$ cat src/rtl/uart_cmd_engine_if.sv
// Signal bundle between the serial command engine, its UART byte links and
// the downstream command unit.
interface uart_cmd_engine_if #(
  parameter int DATA_W = 32,
  parameter int RESP_W = 32
);
  localparam int LEN_W = $clog2(RESP_W/4 + 1);

  logic [7:0]        rx_data;
  logic              rx_valid;
  logic [7:0]        tx_data;
  logic              tx_start;
  logic              tx_busy;
  logic              cmd_valid;
  logic [7:0]        cmd_code;
  logic [DATA_W-1:0] cmd_data;
  logic              cmd_done;
  logic [RESP_W-1:0] resp_data;
  logic [LEN_W-1:0]  resp_len;
  logic              rx_drop;

  modport master (
    input  rx_data, rx_valid, tx_busy, cmd_done, resp_data, resp_len,
    output tx_data, tx_start, cmd_valid, cmd_code, cmd_data, rx_drop
  );

  modport slave (
    output rx_data, rx_valid, tx_busy, cmd_done, resp_data, resp_len,
    input  tx_data, tx_start, cmd_valid, cmd_code, cmd_data, rx_drop
  );
endinterface

$ cat src/rtl/uart_cmd_engine.sv
// Parses "$<letter><hex>+" from the UART receiver, dispatches it over a
// valid/done handshake and streams echoes and "+<hex>" replies to the transmitter.
module uart_cmd_engine #(
  parameter int DATA_W  = 32,
  parameter int RESP_W  = 32,
  parameter int TIMEOUT = 5000000
) (
  input  logic clk,
  input  logic reset,
  uart_cmd_engine_if.master bus
);
  localparam int NIB   = RESP_W / 4;
  localparam int QN    = 4 + NIB;
  localparam int CW    = $clog2(QN + 1);
  localparam int LEN_W = $clog2(NIB + 1);
  localparam int TW    = $clog2(TIMEOUT + 1);

  localparam logic [7:0] CH_DOLLAR = 8'h24;
  localparam logic [7:0] CH_PLUS   = 8'h2B;

  typedef enum logic [2:0] {IDLE, EXEC, SEND, WAIT_HI, WAIT_LO} state_t;

  state_t            state_q, state_d;
  logic [7:0]        buf_q [QN];
  logic [7:0]        buf_d [QN];
  logic [CW-1:0]     cnt_q, cnt_d;
  logic [TW-1:0]     timer_q, timer_d;
  logic [7:0]        cmd_code_q, cmd_code_d;
  logic [DATA_W-1:0] cmd_data_q, cmd_data_d;
  logic              cmd_valid_q, cmd_valid_d;
  logic              tx_start_q, tx_start_d;
  logic [7:0]        tx_data_q, tx_data_d;
  logic              rx_drop_q, rx_drop_d;

  logic [LEN_W-1:0]  len_c;
  logic [RESP_W-1:0] resp_aligned;

  function automatic logic [3:0] asc2nib(input logic [7:0] c);
    if (c >= 8'h30 && c <= 8'h39)
      return c[3:0];
    else if ((c >= 8'h61 && c <= 8'h66) || (c >= 8'h41 && c <= 8'h46))
      return c[3:0] + 4'd9;
    else
      return 4'd0;
  endfunction

  function automatic logic [7:0] nib2asc(input logic [3:0] n);
    return (n < 4'd10) ? (8'h30 + {4'h0, n}) : (8'h57 + {4'h0, n});
  endfunction

  // Left-justify the requested digits so digit i always sits at a fixed slice.
  assign len_c        = (bus.resp_len > LEN_W'(NIB)) ? LEN_W'(NIB) : bus.resp_len;
  assign resp_aligned = bus.resp_data << (4 * (NIB - int'(len_c)));

  always_comb begin
    state_d     = state_q;
    buf_d       = buf_q;
    cnt_d       = cnt_q;
    timer_d     = timer_q;
    cmd_code_d  = cmd_code_q;
    cmd_data_d  = cmd_data_q;
    cmd_valid_d = cmd_valid_q;
    tx_start_d  = 1'b0;
    tx_data_d   = tx_data_q;
    rx_drop_d   = rx_drop_q;

    if (bus.rx_valid && state_q != IDLE) rx_drop_d = 1'b1;

    case (state_q)
      IDLE: begin
        if (bus.rx_valid) begin
          if (bus.rx_data == CH_DOLLAR) begin
            cmd_code_d = '0;
            cmd_data_d = '0;
            rx_drop_d  = 1'b0;
            buf_d[0]   = bus.rx_data;
            cnt_d      = CW'(1);
            state_d    = SEND;
          end else if (bus.rx_data == CH_PLUS) begin
            if (cmd_code_q >= 8'h41 && cmd_code_q <= 8'h5A) begin
              cmd_valid_d = 1'b1;
              timer_d     = TW'(TIMEOUT - 1);
              state_d     = EXEC;
            end else begin
              buf_d[0] = CH_PLUS;
              buf_d[1] = 8'h45;
              buf_d[2] = 8'h52;
              buf_d[3] = 8'h52;
              cnt_d    = CW'(4);
              state_d  = SEND;
            end
          end else begin
            buf_d[0] = bus.rx_data;
            cnt_d    = CW'(1);
            state_d  = SEND;
            if (cmd_code_q == 8'h00)
              cmd_code_d = bus.rx_data;
            else
              cmd_data_d = (cmd_data_q << 4) | DATA_W'(asc2nib(bus.rx_data));
          end
        end
      end
      EXEC: begin
        if (bus.cmd_done) begin
          cmd_valid_d = 1'b0;
          cmd_code_d  = '0;
          cmd_data_d  = '0;
          buf_d[0]    = CH_PLUS;
          for (int i = 0; i < NIB; i++)
            buf_d[i+1] = nib2asc(resp_aligned[RESP_W-1-4*i -: 4]);
          cnt_d   = CW'(len_c) + CW'(1);
          state_d = SEND;
        end else if (timer_q == '0) begin
          cmd_valid_d = 1'b0;
          cmd_code_d  = '0;
          cmd_data_d  = '0;
          buf_d[0]    = CH_PLUS;
          buf_d[1]    = 8'h54;
          buf_d[2]    = 8'h4F;
          cnt_d       = CW'(3);
          state_d     = SEND;
        end else begin
          timer_d = timer_q - TW'(1);
        end
      end
      SEND: begin
        if (cnt_q == '0) begin
          state_d = IDLE;
        end else if (!bus.tx_busy) begin
          tx_start_d = 1'b1;
          tx_data_d  = buf_q[0];
          for (int i = 0; i < QN - 1; i++) buf_d[i] = buf_q[i+1];
          buf_d[QN-1] = '0;
          cnt_d       = cnt_q - CW'(1);
          state_d     = WAIT_HI;
        end
      end
      WAIT_HI: if (bus.tx_busy)  state_d = WAIT_LO;
      WAIT_LO: if (!bus.tx_busy) state_d = SEND;
      default: state_d = IDLE;
    endcase
  end

  always_ff @(posedge clk or posedge reset) begin
    if (reset) begin
      state_q     <= IDLE;
      cnt_q       <= '0;
      timer_q     <= '0;
      cmd_code_q  <= '0;
      cmd_data_q  <= '0;
      cmd_valid_q <= 1'b0;
      tx_start_q  <= 1'b0;
      tx_data_q   <= '0;
      rx_drop_q   <= 1'b0;
      for (int i = 0; i < QN; i++) buf_q[i] <= '0;
    end else begin
      state_q     <= state_d;
      cnt_q       <= cnt_d;
      timer_q     <= timer_d;
      cmd_code_q  <= cmd_code_d;
      cmd_data_q  <= cmd_data_d;
      cmd_valid_q <= cmd_valid_d;
      tx_start_q  <= tx_start_d;
      tx_data_q   <= tx_data_d;
      rx_drop_q   <= rx_drop_d;
      buf_q       <= buf_d;
    end
  end

  assign bus.tx_data   = tx_data_q;
  assign bus.tx_start  = tx_start_q;
  assign bus.cmd_valid = cmd_valid_q;
  assign bus.cmd_code  = cmd_code_q;
  assign bus.cmd_data  = cmd_data_q;
  assign bus.rx_drop   = rx_drop_q;
endmodule

$ cat src/flat_wrapper.sv
// flat-port wrapper written by rule: the top's interface ports become plain ports
module uart_cmd_engine_flat 
#(
  parameter int DATA_W  = 32,
  parameter int RESP_W  = 32,
  parameter int TIMEOUT = 5000000
)
  (clk, reset, bus_rx_data, bus_rx_valid, bus_tx_busy, bus_cmd_done, bus_resp_data, bus_resp_len, bus_tx_data, bus_tx_start, bus_cmd_valid, bus_cmd_code, bus_cmd_data, bus_rx_drop);
  uart_cmd_engine_if #(.DATA_W(DATA_W), .RESP_W(RESP_W)) bus_i ();
  input  logic clk;
  input  logic reset;
  input wire logic [$bits(bus_i.rx_data)-1:0] bus_rx_data;
  input wire logic [$bits(bus_i.rx_valid)-1:0] bus_rx_valid;
  input wire logic [$bits(bus_i.tx_busy)-1:0] bus_tx_busy;
  input wire logic [$bits(bus_i.cmd_done)-1:0] bus_cmd_done;
  input wire logic [$bits(bus_i.resp_data)-1:0] bus_resp_data;
  input wire logic [$bits(bus_i.resp_len)-1:0] bus_resp_len;
  output wire logic [$bits(bus_i.tx_data)-1:0] bus_tx_data;
  output wire logic [$bits(bus_i.tx_start)-1:0] bus_tx_start;
  output wire logic [$bits(bus_i.cmd_valid)-1:0] bus_cmd_valid;
  output wire logic [$bits(bus_i.cmd_code)-1:0] bus_cmd_code;
  output wire logic [$bits(bus_i.cmd_data)-1:0] bus_cmd_data;
  output wire logic [$bits(bus_i.rx_drop)-1:0] bus_rx_drop;
  assign bus_i.rx_data = bus_rx_data;
  assign bus_i.rx_valid = bus_rx_valid;
  assign bus_i.tx_busy = bus_tx_busy;
  assign bus_i.cmd_done = bus_cmd_done;
  assign bus_i.resp_data = bus_resp_data;
  assign bus_i.resp_len = bus_resp_len;
  assign bus_tx_data = bus_i.tx_data;
  assign bus_tx_start = bus_i.tx_start;
  assign bus_cmd_valid = bus_i.cmd_valid;
  assign bus_cmd_code = bus_i.cmd_code;
  assign bus_cmd_data = bus_i.cmd_data;
  assign bus_rx_drop = bus_i.rx_drop;
  uart_cmd_engine #(.DATA_W(DATA_W), .RESP_W(RESP_W), .TIMEOUT(TIMEOUT)) u_core (.clk(clk), .reset(reset), .bus(bus_i));
endmodule
$ cat config.mk
export PLATFORM = sky130hd
export DESIGN_NAME = uart_cmd_engine_flat
export DESIGN_NICKNAME = d
export VERILOG_FILES = /design/src/rtl/uart_cmd_engine_if.sv /design/src/rtl/uart_cmd_engine.sv /design/src/flat_wrapper.sv
export SDC_FILE = /design/constraint.sdc
export NUM_CORES = 1
export LEC_CHECK = 0
export BUFFER_PORTS_ARGS = -buffer_cell sky130_fd_sc_hd__buf_4
export CAP_MARGIN = 20
export CORE_UTILIZATION = 54
export DETAILED_ROUTE_END_ITERATION = 12
export PLACE_DENSITY = 0.75
export SLEW_MARGIN = 20
export SYNTH_ARGS = -nofsm -noshare
export SYNTH_HDL_FRONTEND = slang
export SYNTH_SLANG_ARGS = --single-unit
$ cat constraint.sdc
create_clock -name clk -period 4 [get_ports clk]
set_input_delay 0 -clock clk [delete_from_list [all_inputs] [get_ports clk]]
set_output_delay 0 -clock clk [all_outputs]
set_load 0.05 [all_outputs]
[Yosys cells after proc, flatten, opt, wreduce, memory -nomap -nowiden]
Index checks and enable logic that the tools add are counted.
Cells by class
  add/sub/neg operators: 21
  $lt $le $gt $ge: 17
  equal/unequal tests: 24
  shifts and indexed selects: 1
  mux-type cells: 84
  bitwise logic cells: 3
  reductions and logical operators: 24
Operator list (count)
  $mux 32: 8
  $mux 96: 2
  $mux 23: 6
  $mux 8: 16
  $mux 24: 4
  $pmux 32 s3: 1
  $pmux 40 s2: 1
  $add 7x4->8 const A: 8
  $mux 4: 16
  $pmux 32 s2: 1
  $add 6x4->7 const A: 8
  $mux 48: 1
  $pmux 23 s2: 1
  $lt 4x4->1 const B: 8
  $or 32x4->32: 1
  $shl 32x32->32: 1
  $mux 3: 9
  $ge 8x7->1 const B: 3
  $le 8x7->1 const B: 3
  $logic_not 23->1: 1
  $sub 23x1->23 const B: 1
  $ne 2x2->1 const B: 10
  $eq 8x6->1 const B: 2
  $pmux 8 s2: 1
  other kinds (33): 61
Storage, ports and cells
  bits in registers: 153
  input port bits: 49
  output and inout bits: 51
  logic and storage cells: 192

[Depth between registers and ports, before layout]
Gate-level depths: netlist of the first run.
  word-level depth: 16
  mapped depth: 17
  mapped depth without buffers: 12

[Worst setup path before layout of the first run]
OpenSTA, ideal clock, no wires.
  kind: input -> register
  from: input port bus_resp_len[0]
  to: register u_core.buf_q[65] in the netlist's numbering
  library setup time: 0.099 ns
  arrival: 2.847 ns
  slack: 1.053 ns
  stages on the path: 13
  path buffers: 5
  path through: buf_4 -> nor2b_1 -> buf_2 -> inv_2 -> ha_1 -> buf_2 -> clkbuf_1 -> clkbuf_1 -> mux4_2 -> a22oi_1 -> ha_1 -> a21o_1 -> a311oi_1
Between the ends
  cells in the longest elaborated chain, start to end: 8
  elaborated cells on any way between the ends: 10
  those cells by class: add/sub: 3; order compare: 2; shift: 1; mux: 4
Ends and longest elaborated chain
  start, declared: line flat_wrapper.sv:17  | input wire logic [$bits(bus_i.resp_len)-1:0] bus_resp_len;
  $gt 4x4->1: line uart_cmd_engine.sv:52  | assign len_c = (bus.resp_len > LEN_W'(NIB)) ? LEN_W'(NIB) : bus.resp_len;
  $mux 4 (*): line uart_cmd_engine.sv:52
  $sub 4x4->5 (*): line uart_cmd_engine.sv:53  | assign resp_aligned = bus.resp_data << (4 * (NIB - int'(len_c)));
  $shl 32x32->32 (*): line uart_cmd_engine.sv:53
  $add 7x4->8, or another cell as far along: line uart_cmd_engine.sv:48  | return (n < 4'd10) ? (8'h30 + {4'h0, n}) : (8'h57 + {4'h0, n});
  $mux 8 (*): line uart_cmd_engine.sv:48
  $mux 48 (*): line uart_cmd_engine.sv:104  | if (bus.cmd_done) begin
  $pmux 32 s3 (*): line uart_cmd_engine.sv:69  | case (state_q)
  end signal, assigned: line uart_cmd_engine.sv:166  | buf_q <= buf_d;
  end, declared: line uart_cmd_engine.sv:24  | logic [7:0] buf_q [QN];
Every way passes the cells marked *; elsewhere a longest branch is shown, timed or not. The select of a mux whose other input is x is not followed.
A chain may end at the register's enable or synchronous reset.

[Final worst setup path of the first run]
  from: register u_core.timer_q[0]
  to: register u_core.cnt_q[3]
Between the ends
  cells in the longest elaborated chain, start to end: 3
Ends and longest elaborated chain
  start, declared: line uart_cmd_engine.sv:27  | logic [TW-1:0] timer_q, timer_d;
  start signal, assigned: line uart_cmd_engine.sv:159  | timer_q <= timer_d;
  $logic_not 23->1: line uart_cmd_engine.sv:113  | end else if (timer_q == '0) begin
  $ne 3x2->1 (no line)
  $reduce_and 6->1 (no line)
  end signal, assigned: line uart_cmd_engine.sv:158  | cnt_q <= cnt_d;
  end, declared: line uart_cmd_engine.sv:26  | logic [CW-1:0] cnt_q, cnt_d;
No other way between the ends.

==> run summary, run 1 <==
leakage power - 4.59 nW
clk sinks - 145
largest net degree at the start of global routing - 106
Slew HR - 35.8%
area post-placement - 9950 sq um
synth-to-layout area growth - 17.8%
setup bufs post-CTS - 0
vias per cell - 6.13
first-pass GRT wire length - 40700 um
n_diodes - 0
Setup WS post-layout - 0.848 ns
Req. time, crit path - 4.32 ns
final hold vios - 0
syn avg cell area - 8.51 sq um
vias in the first global route - 7792
status - finished, final reports clean
post-synth cell types - 86
Hold Slack - 0.0397 ns
number of flops mapped to enable cells by yosys - 0
top_reg_cell synth - dfrtp_1
# DRC - 0
CTS H-Tree Depth - 4
nets - 1212
Mapped Nets - 1133
TritonRoute pass-1 iters - 6
DR iter-0 viols - 734
Worst-Skew Late Latency - 0.43 ns
share of layout cells above drive strength 1 - 16.1%
clk slew on worst S/H paths - 0.07 ns
Hold WC Path Type - in2reg
Site Rows - 47
Final min period - 3.15 ns
CP Data Arrival Time - 3.47 ns
total grt overflow - 0
final clock skew - 0.00974 ns
pre-CTS setup slack - 0.839 ns
final core occ - 64.7%
sequential-to-total area share from yosys stat - 39.9%
Final Cycle Share - 78.8%
total design power - 7.87 mW
setup repair after global routing missed its margin - no
initial core utilization - 55.0%
initial antenna violation count - 0
Max clock buf depth - 2
asr flop ratio synth - 100%
Placer Congestion - 0.973
WL final - 24800 um
CP startpoint kind - register
CTS Buf Count - 17
Die ar. - 17300 sq um
maxcap violations - 0
Die X - 132 um
Final setup viols - 0
flops & latches, synth - 145
Die Height - 132 um
TritonCTS clock tree - built
Crit. End Element - register
Fin Setup TNS - 0 ns
io pins - 100
max-slew violations - 0
Worst Tran Pin Value - 0.963 ns
Setup CP Type - reg2reg
placed cell count - 1333
gr usage total - 29.3%
PD cells - 736 nW/um^2
IO Port Bufs - 99
Root Buffer - clkbuf_16
Core Box Area - 16500 sq um
Synth Cell Area - 9080 sq um
wire per inst - 18.0 um
Ys Warns - 0
non-filler cells, final - 1378
synthesized instance count - 1067
crit-path max FO - 23
via count - 8450
Peak VDD IR - 0.000422 V
hpwl dp - 17100 um
antenna-violating nets left - 0
fin area - 10700 sq um
fmax - 317 MHz
FILL cells - 1415
report_power, final:
group / leakage, nW / switching [mW] / internal, mW
Clock: 0.292 / 0.675 / 0.991
Combinational: 2.51 / 2.48 / 1.25
Sequential: 1.79 / 0.440 / 2.04
Total: 4.59 / 3.59 / 4.28
cells by family (layout without fill, tap and decap cells):
| family | Yosys count | count (layout) | share of synthesized area, % |
|---|---|---|---|
| muxes | 36 | 36 | 5.40 |
| DFF | 145 | 145 | 39.9 |
| and+or+nand+nor | 424 | 424 | 22.2 |
| adders and majority gates | 17 | 17 | 2.34 |
| buffers and inverters | 96 | 187 | 4.53 |
| xor gates and xnor gates | 8 | 8 | 0.771 |
| AOI/OAI and AO/OA | 341 | 341 | 24.9 |
final cells by class:
type	instances	area [sq um]	share of cell area [%]
clock buffer	18	429	4.01
clock inverter	13	176	1.65
inverter	21	83.8	0.784
multi-input combinational	826	5060	47.3
sequential	145	3630	33.9
tap	220	275	2.57
timing repair buffer	135	1050	9.80
placed cells by master, fill, tap and decap left out, types with 17 or more instances in the layout:
| master | instances |
|---|---|
| nand2_1 | 190 |
| o21ai_1 | 85 |
| clkbuf_16 | 17 |
| nor3_1 | 20 |
| buf_4 | 121 |
| o21ai_0 | 28 |
| ha_1 | 17 |
| nand3_1 | 27 |
| a21oi_1 | 50 |
| o31ai_1 | 17 |
| mux2i_1 | 22 |
| dfrtp_1 | 145 |
| a31oi_1 | 25 |
| nor2_1 | 79 |
worst max-delay path: stages, from the launching register on:
cell and delay (ns):
dfrtp_1 0.43, inv_1 0.08, ha_1 0.18, nor3b_2 0.35, nand4_1 0.28, o21ai_1 0.72, o211a_2 0.63, o21ai_0 0.16
a22o_1 0.20
cells in the mapped netlist (all sizes together), types with 17 or more instances:
library cell / number / area share (%)
a21oi: 50 / 2.8
a31oi: 25 / 1.7
buf: 30 / 1.8
clkbuf: 45 / 1.9
dfrtp: 145 / 40
ha: 17 / 2.3
inv: 20 / 0.83
mux2i: 22 / 2.4
nand2: 190 / 7.9
nand3: 27 / 1.5
nor2: 82 / 3.4
nor3: 22 / 1.3
o21ai: 115 / 6.4
o31ai: 17 / 1.4
registers in the layout (all words and copies together) (netlist names):
signal / count
u_core.timer_q: 23
u_core.bus.cmd_valid: 1
u_core.state_q: 3
u_core.bus.rx_drop: 1
u_core.bus.cmd_code: 8
u_core.cnt_q: 4
u_core.buf_q: 64
u_core.bus.tx_start: 1
u_core.bus.tx_data: 8
u_core.bus.cmd_data: 32
path summary, 6_finish.rpt:
| path | cells after the start | to | start | slack [ns] |
|---|---|---|---|---|
| min in group asynchronous | 3 | u_core.buf_q[35]$_DFFE_PP0P_ | reset | 0.34 |
| setup / recovery | 8 | u_core.cnt_q[3]$_DFFE_PP0P_ | u_core.timer_q[0]$_DFFE_PP0P_ | 0.85 |
| hold / removal | 4 | u_core.buf_q[28]$_DFFE_PP0P_ | bus_resp_data[2] | 0.04 |
| setup reg to reg | 8 | u_core.cnt_q[3]$_DFFE_PP0P_ | u_core.timer_q[0]$_DFFE_PP0P_ | 0.85 |
| max in group asynchronous | 4 | u_core.bus.cmd_data[3]$_DFFE_PP0P_ | reset | 2.74 |
| hold reg to reg | 2 | u_core.buf_q[27]$_DFFE_PP0P_ | u_core.buf_q[27]$_DFFE_PP0P_ | 0.47 |
repair_timing:
item                      in CTS  in global routing
resized for setup              0                  0
hold endpoints to repair     125                  0
hold buffers                  14                  0
layer usage:
| layer | track usage [%] | up-vias | routed length (um) | share of wire, % |
|---|---|---|---|---|
| met5 | 0 | - | 0 | 0 |
| met4 | 9.88 | 0 | 511 | 2.1 |
| met3 | 4.55 | 42 | 1310 | 5.3 |
| met2 | 48.0 | 289 | 12000 | 48 |
| met1 | 39.8 | 4068 | 11000 | 44 |
| li1 | - | 4051 | - | - |
Note: power is estimated with default switching activity, not from simulation.
==> run 2, diff against run 1 <==
==> constraint.sdc (replaced) <==
create_clock -name clk -period 2.63 [get_ports clk]
set_input_delay 0 -clock clk [delete_from_list [all_inputs] [get_ports clk]]
set_output_delay 0 -clock clk [all_outputs]
set_load 0.05 [all_outputs]
==> run 2 against run 1 <==
  * Setup slack worse by 0.68 ns
  * Register-to-register slack lost 0.68 ns
  * Sequential share of layout area is 1.5 points lower
  * Via count up 4.4%
  * First-iteration DRC count rose by 7.5%
  * Largest power group unchanged
  * Routed wire length is 5.3% higher
  * Total power increased by 61%
  * Clock skew fell by 0.0021 ns
  * Combinational power is 64% higher
  * Non-clock buffer count increased by 45
  * Final area up 4.7%
==> run summary, run 2 (synthesis gave the netlist of run 1 again) <==
status - finished, final reports clean
Max clock buf depth - 2 (unchanged)
TritonRoute pass-1 iters - 5 (-1)
Comb pwr share - 48.3% (+1.0 points)
Crit. End Element - register
hpwl dp - 17900 um (+4.7%)
Worst Tran Pin Value - 0.712 ns (-0.251 ns)
CTS H-Tree Depth - 4 (unchanged)
max reg flops - 64 (unchanged)
Req. time, crit path - 2.93 ns (-1.39 ns)
Die ar. - 17300 sq um (unchanged)
Hold WC Path Type - in2reg
Site Rows - 47 (unchanged)
Final min period - 2.46 ns (-0.691 ns)
initial core utilization - 55.0% (unchanged)
leakage power - 4.87 nW (+6.0%)
n_diodes - 0 (unchanged)
synth-to-layout area growth - 23.3%
total grt overflow - 0 (unchanged)
first-pass GRT wire length - 42700 um (+4.9%)
CP Cell Sequence - or4_4 -> o22a_1 -> a211oi_2 -> nand2b_2 -> mux2i_1 -> o211ai_1
final clock skew - 0.00766 ns (-0.00208 ns)
internal power - 7.14 mW (+67%)
vias per cell - 6.20 (+1.1%)
gr usage total - 30.9% (+1.6 points)
register share of total power - 29.4% (-2.1 points)
sw frac - 43.8% (-1.8 points)
maxcap violations - 0 (unchanged)
PD cells - 1130 nW/um^2 (+54%)
largest net degree at the start of global routing - 136 (+28%)
Placer Congestion - 0.938 (-3.7%)
Setup CP Type - reg2reg
max-slew violations - 0 (unchanged)
Die X - 132 um (unchanged)
crit-path max FO - 11 (-52%)
CP max-delay cell - or4_4
Worst-Skew Late Latency - 0.43 ns (about the same)
NetSw - 5.57 mW (+55%)
via count - 8819 (+4.4%)
IO Port Bufs - 99 (unchanged)
Slew HR - 52.5% (+17 points)
Final Cycle Share - 93.6% (+15 points)
final core occ - 67.8% (+3.1 points)
clk sinks - 145 (unchanged)
DR iter-0 viols - 789 (+7.5%)
TritonCTS clock tree - built
# DRC - 0 (unchanged)
initial antenna violation count - 0 (unchanged)
pre-CTS setup slack - 0.0423 ns (-0.797 ns)
antenna-violating nets left - 0 (unchanged)
share of layout cells above drive strength 1 - 20.3% (+4.1 points)
CP startpoint kind - register
CP Data Arrival Time - 2.76 ns (-0.71 ns)
Die Height - 132 um (unchanged)
commonest non-fill, non-tap cell in the layout - nand2_1
clock network fraction of total power - 22.3% (+1.1 points)
most frequent cells in the layout - nand2_1, buf_4, dfrtp_1, o21ai_1, nor2_1
clk slew on worst S/H paths - 0.06 ns (about the same)
WL final - 26100 um (+5.3%)
vias in the first global route - 8500 (+9.1%)
final hold vios - 0 (unchanged)
nets - 1257 (+3.7%)
Root Buffer - clkbuf_16
fmax - 406 MHz (+28%)
Final setup viols - 0 (unchanged)
Core Box Area - 16500 sq um (unchanged)
CTS Buf Count - 17 (unchanged)
FILL cells - 1360 (-3.9%)
Peak VDD IR - 0.000804 V (+90%)
io pins - 100 (unchanged)
CP peak stage delay - 0.55 ns (-0.17 ns)
Reg with most FFs - u_core.buf_q
wire per inst - 18.4 um (+2.0%)
Fin Setup TNS - 0 ns (unchanged)
Setup WS post-layout - 0.169 ns (-0.679 ns)
-- run 2: area by class of cell --
cell class / instances / area [sq um] / area share, %
clock buffer: 20 / 467 / 4.16
clock inverter: 11 / 224 / 2.00
inverter: 21 / 85.1 / 0.759
multi-input combinational: 826 / 5110 / 45.6
sequential: 145 / 3630 / 32.4
tap: 220 / 275 / 2.46
timing repair buffer: 180 / 1410 / 12.6
-- run 2: routing by layer --
layer	part of all wire, %	GRT usage [%]	vias up
li1	-	-	4162
met1	42	38.8	4254
met2	48	51.9	322
met3	5.4	5.36	81
met4	3.8	14.5	0
met5	0	0	-
-- run 2: final timing paths --
path,from,endpoint,slack [ns],depth (start not counted)
max,u_core.bus.cmd_code[4]$_DFFE_PP0P_,u_core.buf_q[68]$_DFFE_PP0P_,0.17,6
min,bus_resp_data[2],u_core.buf_q[28]$_DFFE_PP0P_,0.07,4
max reg2reg,u_core.bus.cmd_code[4]$_DFFE_PP0P_,u_core.buf_q[68]$_DFFE_PP0P_,0.17,6
min reg2reg,u_core.buf_q[27]$_DFFE_PP0P_,u_core.buf_q[27]$_DFFE_PP0P_,0.47,2
max in group asynchronous,reset,u_core.buf_q[43]$_DFFE_PP0P_,1.56,4
min in group asynchronous,reset,u_core.timer_q[5]$_DFFE_PP0P_,0.08,3
-- run 2: repair_timing --
action / CTS / global route
endpoints found under the hold margin: 31 / 0
hold buffers: 14 / 0
setup buffers: 0 / 4
setup endpoints to repair: 0 / 23
gates resized for setup: 0 / 8
-- run 2: power groups by stage --
stage,sequential [mW],clock (mW),combinational [mW]
3_5_place_dp,3.74,0,5.93
2_1_floorplan,4.60,0,3.32
5_1_grt,3.84,2.94,6.67
4_1_cts,3.72,2.86,6.01
3_3_place_gp,3.72,0,5.84
6_report,3.74,2.83,6.13
-- run 2: worst max-delay path, delay by kind of cell, from the launching register on --
kind               cells  cell delay, ns
AOI/OAI and AO/OA      3            0.78
muxes                  1            0.22
and+or+nand+nor        2            0.91
DFF                    1            0.41
-- run 2: stage by stage --
step,hold slack (ns),total power [mW],cells,instance area [sq um]
floorplan,0.127,7.92,1067,9150
global placement,-0.0290,9.56,1374,10300
detailed placement,-0.0266,9.68,1374,10300
CTS,0.0471,12.6,1419,11100
global route,0.0949,13.4,1423,11200
finish,0.0697,12.7,1423,11200
==> run 3, diff against run 2 <==
--- a/config.mk
+++ b/config.mk
@@ -9,7 +9,7 @@
 export CAP_MARGIN = 20
 export CORE_UTILIZATION = 54
 export DETAILED_ROUTE_END_ITERATION = 12
-export PLACE_DENSITY = 0.75
+export PLACE_DENSITY = 0.77
 export SLEW_MARGIN = 20
 export SYNTH_ARGS = -nofsm -noshare
 export SYNTH_HDL_FRONTEND = slang
==> run 3 against run 2 <==
  * Register-to-register slack worse by 0.02 ns
  * Cell count is 0.28% lower
  * Worst hold slack worse by 0.0075 ns
==> run summary, run 3 (synthesis gave the netlist of run 1 again) <==
io pins - 100 (unchanged)
Final Cycle Share - 94.2% (+0.63 points)
FILL cells - 1354 (-0.44%)
Site Rows - 47 (unchanged)
PD cells - 1100 nW/um^2 (-3.0%)
Die Height - 132 um (unchanged)
share of layout cells above drive strength 1 - 19.5% (-0.77 points)
Die X - 132 um (unchanged)
via count - 8645 (-2.0%)
routed wl met2 - 12300 um (-2.7%)
Req. time, crit path - 2.94 ns (about the same)
vias per cell - 6.09 (-1.7%)
synth-to-layout area growth - 21.6%
max reg flops - 64 (unchanged)
Placer Congestion - 0.965 (+2.9%)
Max Used Layer - met4
TritonCTS clock tree - built
commonest non-fill, non-tap cell in the layout - nand2_1
CP max-delay cell - or4b_1
total design power - 12.1 mW (-4.4%)
CP startpoint kind - register
Setup WS post-layout - 0.153 ns (-0.0165 ns)
final clock skew - 0.00759 ns (-0.0000733 ns)
clk slew on worst S/H paths - 0.07 ns (about the same)
total grt overflow - 0 (unchanged)
# DRC - 0 (unchanged)
clk sinks - 145 (unchanged)
antenna-violating nets left - 0 (unchanged)
TritonRoute pass-1 iters - 5 (unchanged)
crit-path max FO - 16 (+5)
Setup CP Type - reg2reg
WL final - 25500 um (-2.3%)
leakage power - 4.78 nW (-1.8%)
Hold WC Path Type - in2reg
final core occ - 66.9% (-0.94 points)
Core Box Area - 16500 sq um (unchanged)
max-slew violations - 0 (unchanged)
largest net degree at the start of global routing - 146 (+7.4%)
n_diodes - 0 (unchanged)
maxcap violations - 0 (unchanged)
status - finished, final reports clean
DR iter-0 viols - 735 (-6.8%)
pre-CTS setup slack - 0.116 ns (+0.0735 ns)
CTS Buf Count - 17 (unchanged)
fmax - 404 MHz (-0.67%)
Slew HR - 46.9% (-5.7 points)
Final min period - 2.48 ns (+0.0165 ns)
Die ar. - 17300 sq um (unchanged)
most frequent cells in the layout - nand2_1, buf_4, dfrtp_1, o21ai_1, nor2_1
setup bufs post-CTS - 0 (unchanged)
Worst Tran Pin Value - 0.797 ns (+0.0849 ns)
met3 WL - 1410 um (+0.29%)
CP peak stage delay - 0.54 ns (about the same)
Max clock buf depth - 2 (unchanged)
initial antenna violation count - 0 (unchanged)
critical path depth in cells - 7 (+1)
hold path depth - 4 (unchanged)
reg2reg setup slack - 0.15 ns (-0.02 ns)
first-pass GRT wire length - 41800 um (-2.1%)
wire per inst - 18.0 um (-2.1%)
vias in the first global route - 8087 (-4.9%)
CTS H-Tree Depth - 4 (unchanged)
nets - 1252 (-0.40%)
Peak VDD IR - 0.000663 V (-18%)
Root Buffer - clkbuf_16
CP Data Arrival Time - 2.78 ns (+0.02 ns)
IO Port Bufs - 99 (unchanged)
hpwl dp - 17900 um (about the same)
R2R depth - 7 (+1)
Final setup viols - 0 (unchanged)
Buf/Inv on CP - 1 (+1)
initial core utilization - 55.0% (unchanged)
Metal-1 WL - 11300 um (+1.5%)
setup repair after global routing missed its margin - no
cell family with most CP delay - simple AND/OR/NAND/NOR gates
Crit. End Element - register
final hold vios - 0 (unchanged)
Worst-Skew Late Latency - 0.42 ns (about the same)
Fin Setup TNS - 0 ns (unchanged)
gr usage total - 29.9% (-0.99 points)
Reg with most FFs - u_core.buf_q
CP Cell Sequence - nor4_2 -> nand4_1 -> o21a_1 -> or4b_1 -> buf_4 -> nand2_1 -> o21ai_2
-- run 3: cell types whose count changed in the layout (fill, tap and decap cells not counted), sizes merged --
cell,delta
buf,-5
bufinv,-4
clkinv,-2
clkbuf,-1
inv,+3
clkinvlp,+5
-- run 3: power by group --
group          internal [mW]  total, mW  switching (mW)
sequential              3.11       3.73           0.621
combinational           2.09       5.99            3.90
clock                   1.42       2.43            1.01
total                   6.62       12.1            5.53
-- run 3: final cells by class --
class                           count  area, sq um  share of cell area [%]
Sequential cell                   145         3630                    32.8
Clock buffer                       19          433                    3.92
Clock inverter                     13          153                    1.38
Multi-Input combinational cell    826         5090                    46.1
Timing Repair Buffer              175         1390                    12.5
Inverter                           21         85.1                   0.770
Tap cell                          220          275                    2.49
-- run 3: layer usage --
metal | track usage [%] | up-vias
met5 | 0 | -
met4 | 11.0 | 0
met3 | 4.90 | 37
met2 | 48.4 | 278
met1 | 40.5 | 4178
li1 | - | 4152
-- run 3: timing repair --
item	4_1_cts	5_1_grt
endpoints found under the hold margin	167	0
hold buffers	14	0
endpoints found under the setup margin	0	9
resized for setup	0	2
-- run 3: through the flow --
| step | std cells | instance area (sq um) | hold WS (ns) |
|---|---|---|---|
| 6_report | 1419 | 11100 | 0.0622 |
| 5_1_grt | 1419 | 11100 | 0.115 |
| 4_1_cts | 1419 | 11000 | 0.0551 |
| 3_5_place_dp | 1373 | 10300 | 0.286 |
| 3_3_place_gp | 1373 | 10300 | 0.282 |
| 2_1_floorplan | 1067 | 9150 | 0.127 |
-- run 3: tightest hold or removal path, delay by kind of cell --
| family | cells | cell delay [ns] |
|---|---|---|
| AO/OA/AOI/OAI | 1 | 0.11 |
| XOR/XNOR | 1 | 0.10 |
| buffers and inverters | 1 | 0.14 |
| AND/OR/NAND/NOR | 1 | 0.09 |
-- run 3: path summary, 6_finish.rpt --
kind | from | endpoint
setup / recovery | u_core.timer_q[10]$_DFFE_PP0P_ | u_core.bus.cmd_code[3]$_DFFE_PP0P_
hold / removal | bus_resp_data[2] | u_core.buf_q[26]$_DFFE_PP0P_
setup reg to reg | u_core.timer_q[10]$_DFFE_PP0P_ | u_core.bus.cmd_code[3]$_DFFE_PP0P_
hold reg to reg | u_core.buf_q[27]$_DFFE_PP0P_ | u_core.buf_q[27]$_DFFE_PP0P_
max in group asynchronous | reset | u_core.bus.cmd_data[12]$_DFFE_PP0P_
min in group asynchronous | reset | u_core.timer_q[4]$_DFFE_PP0P_
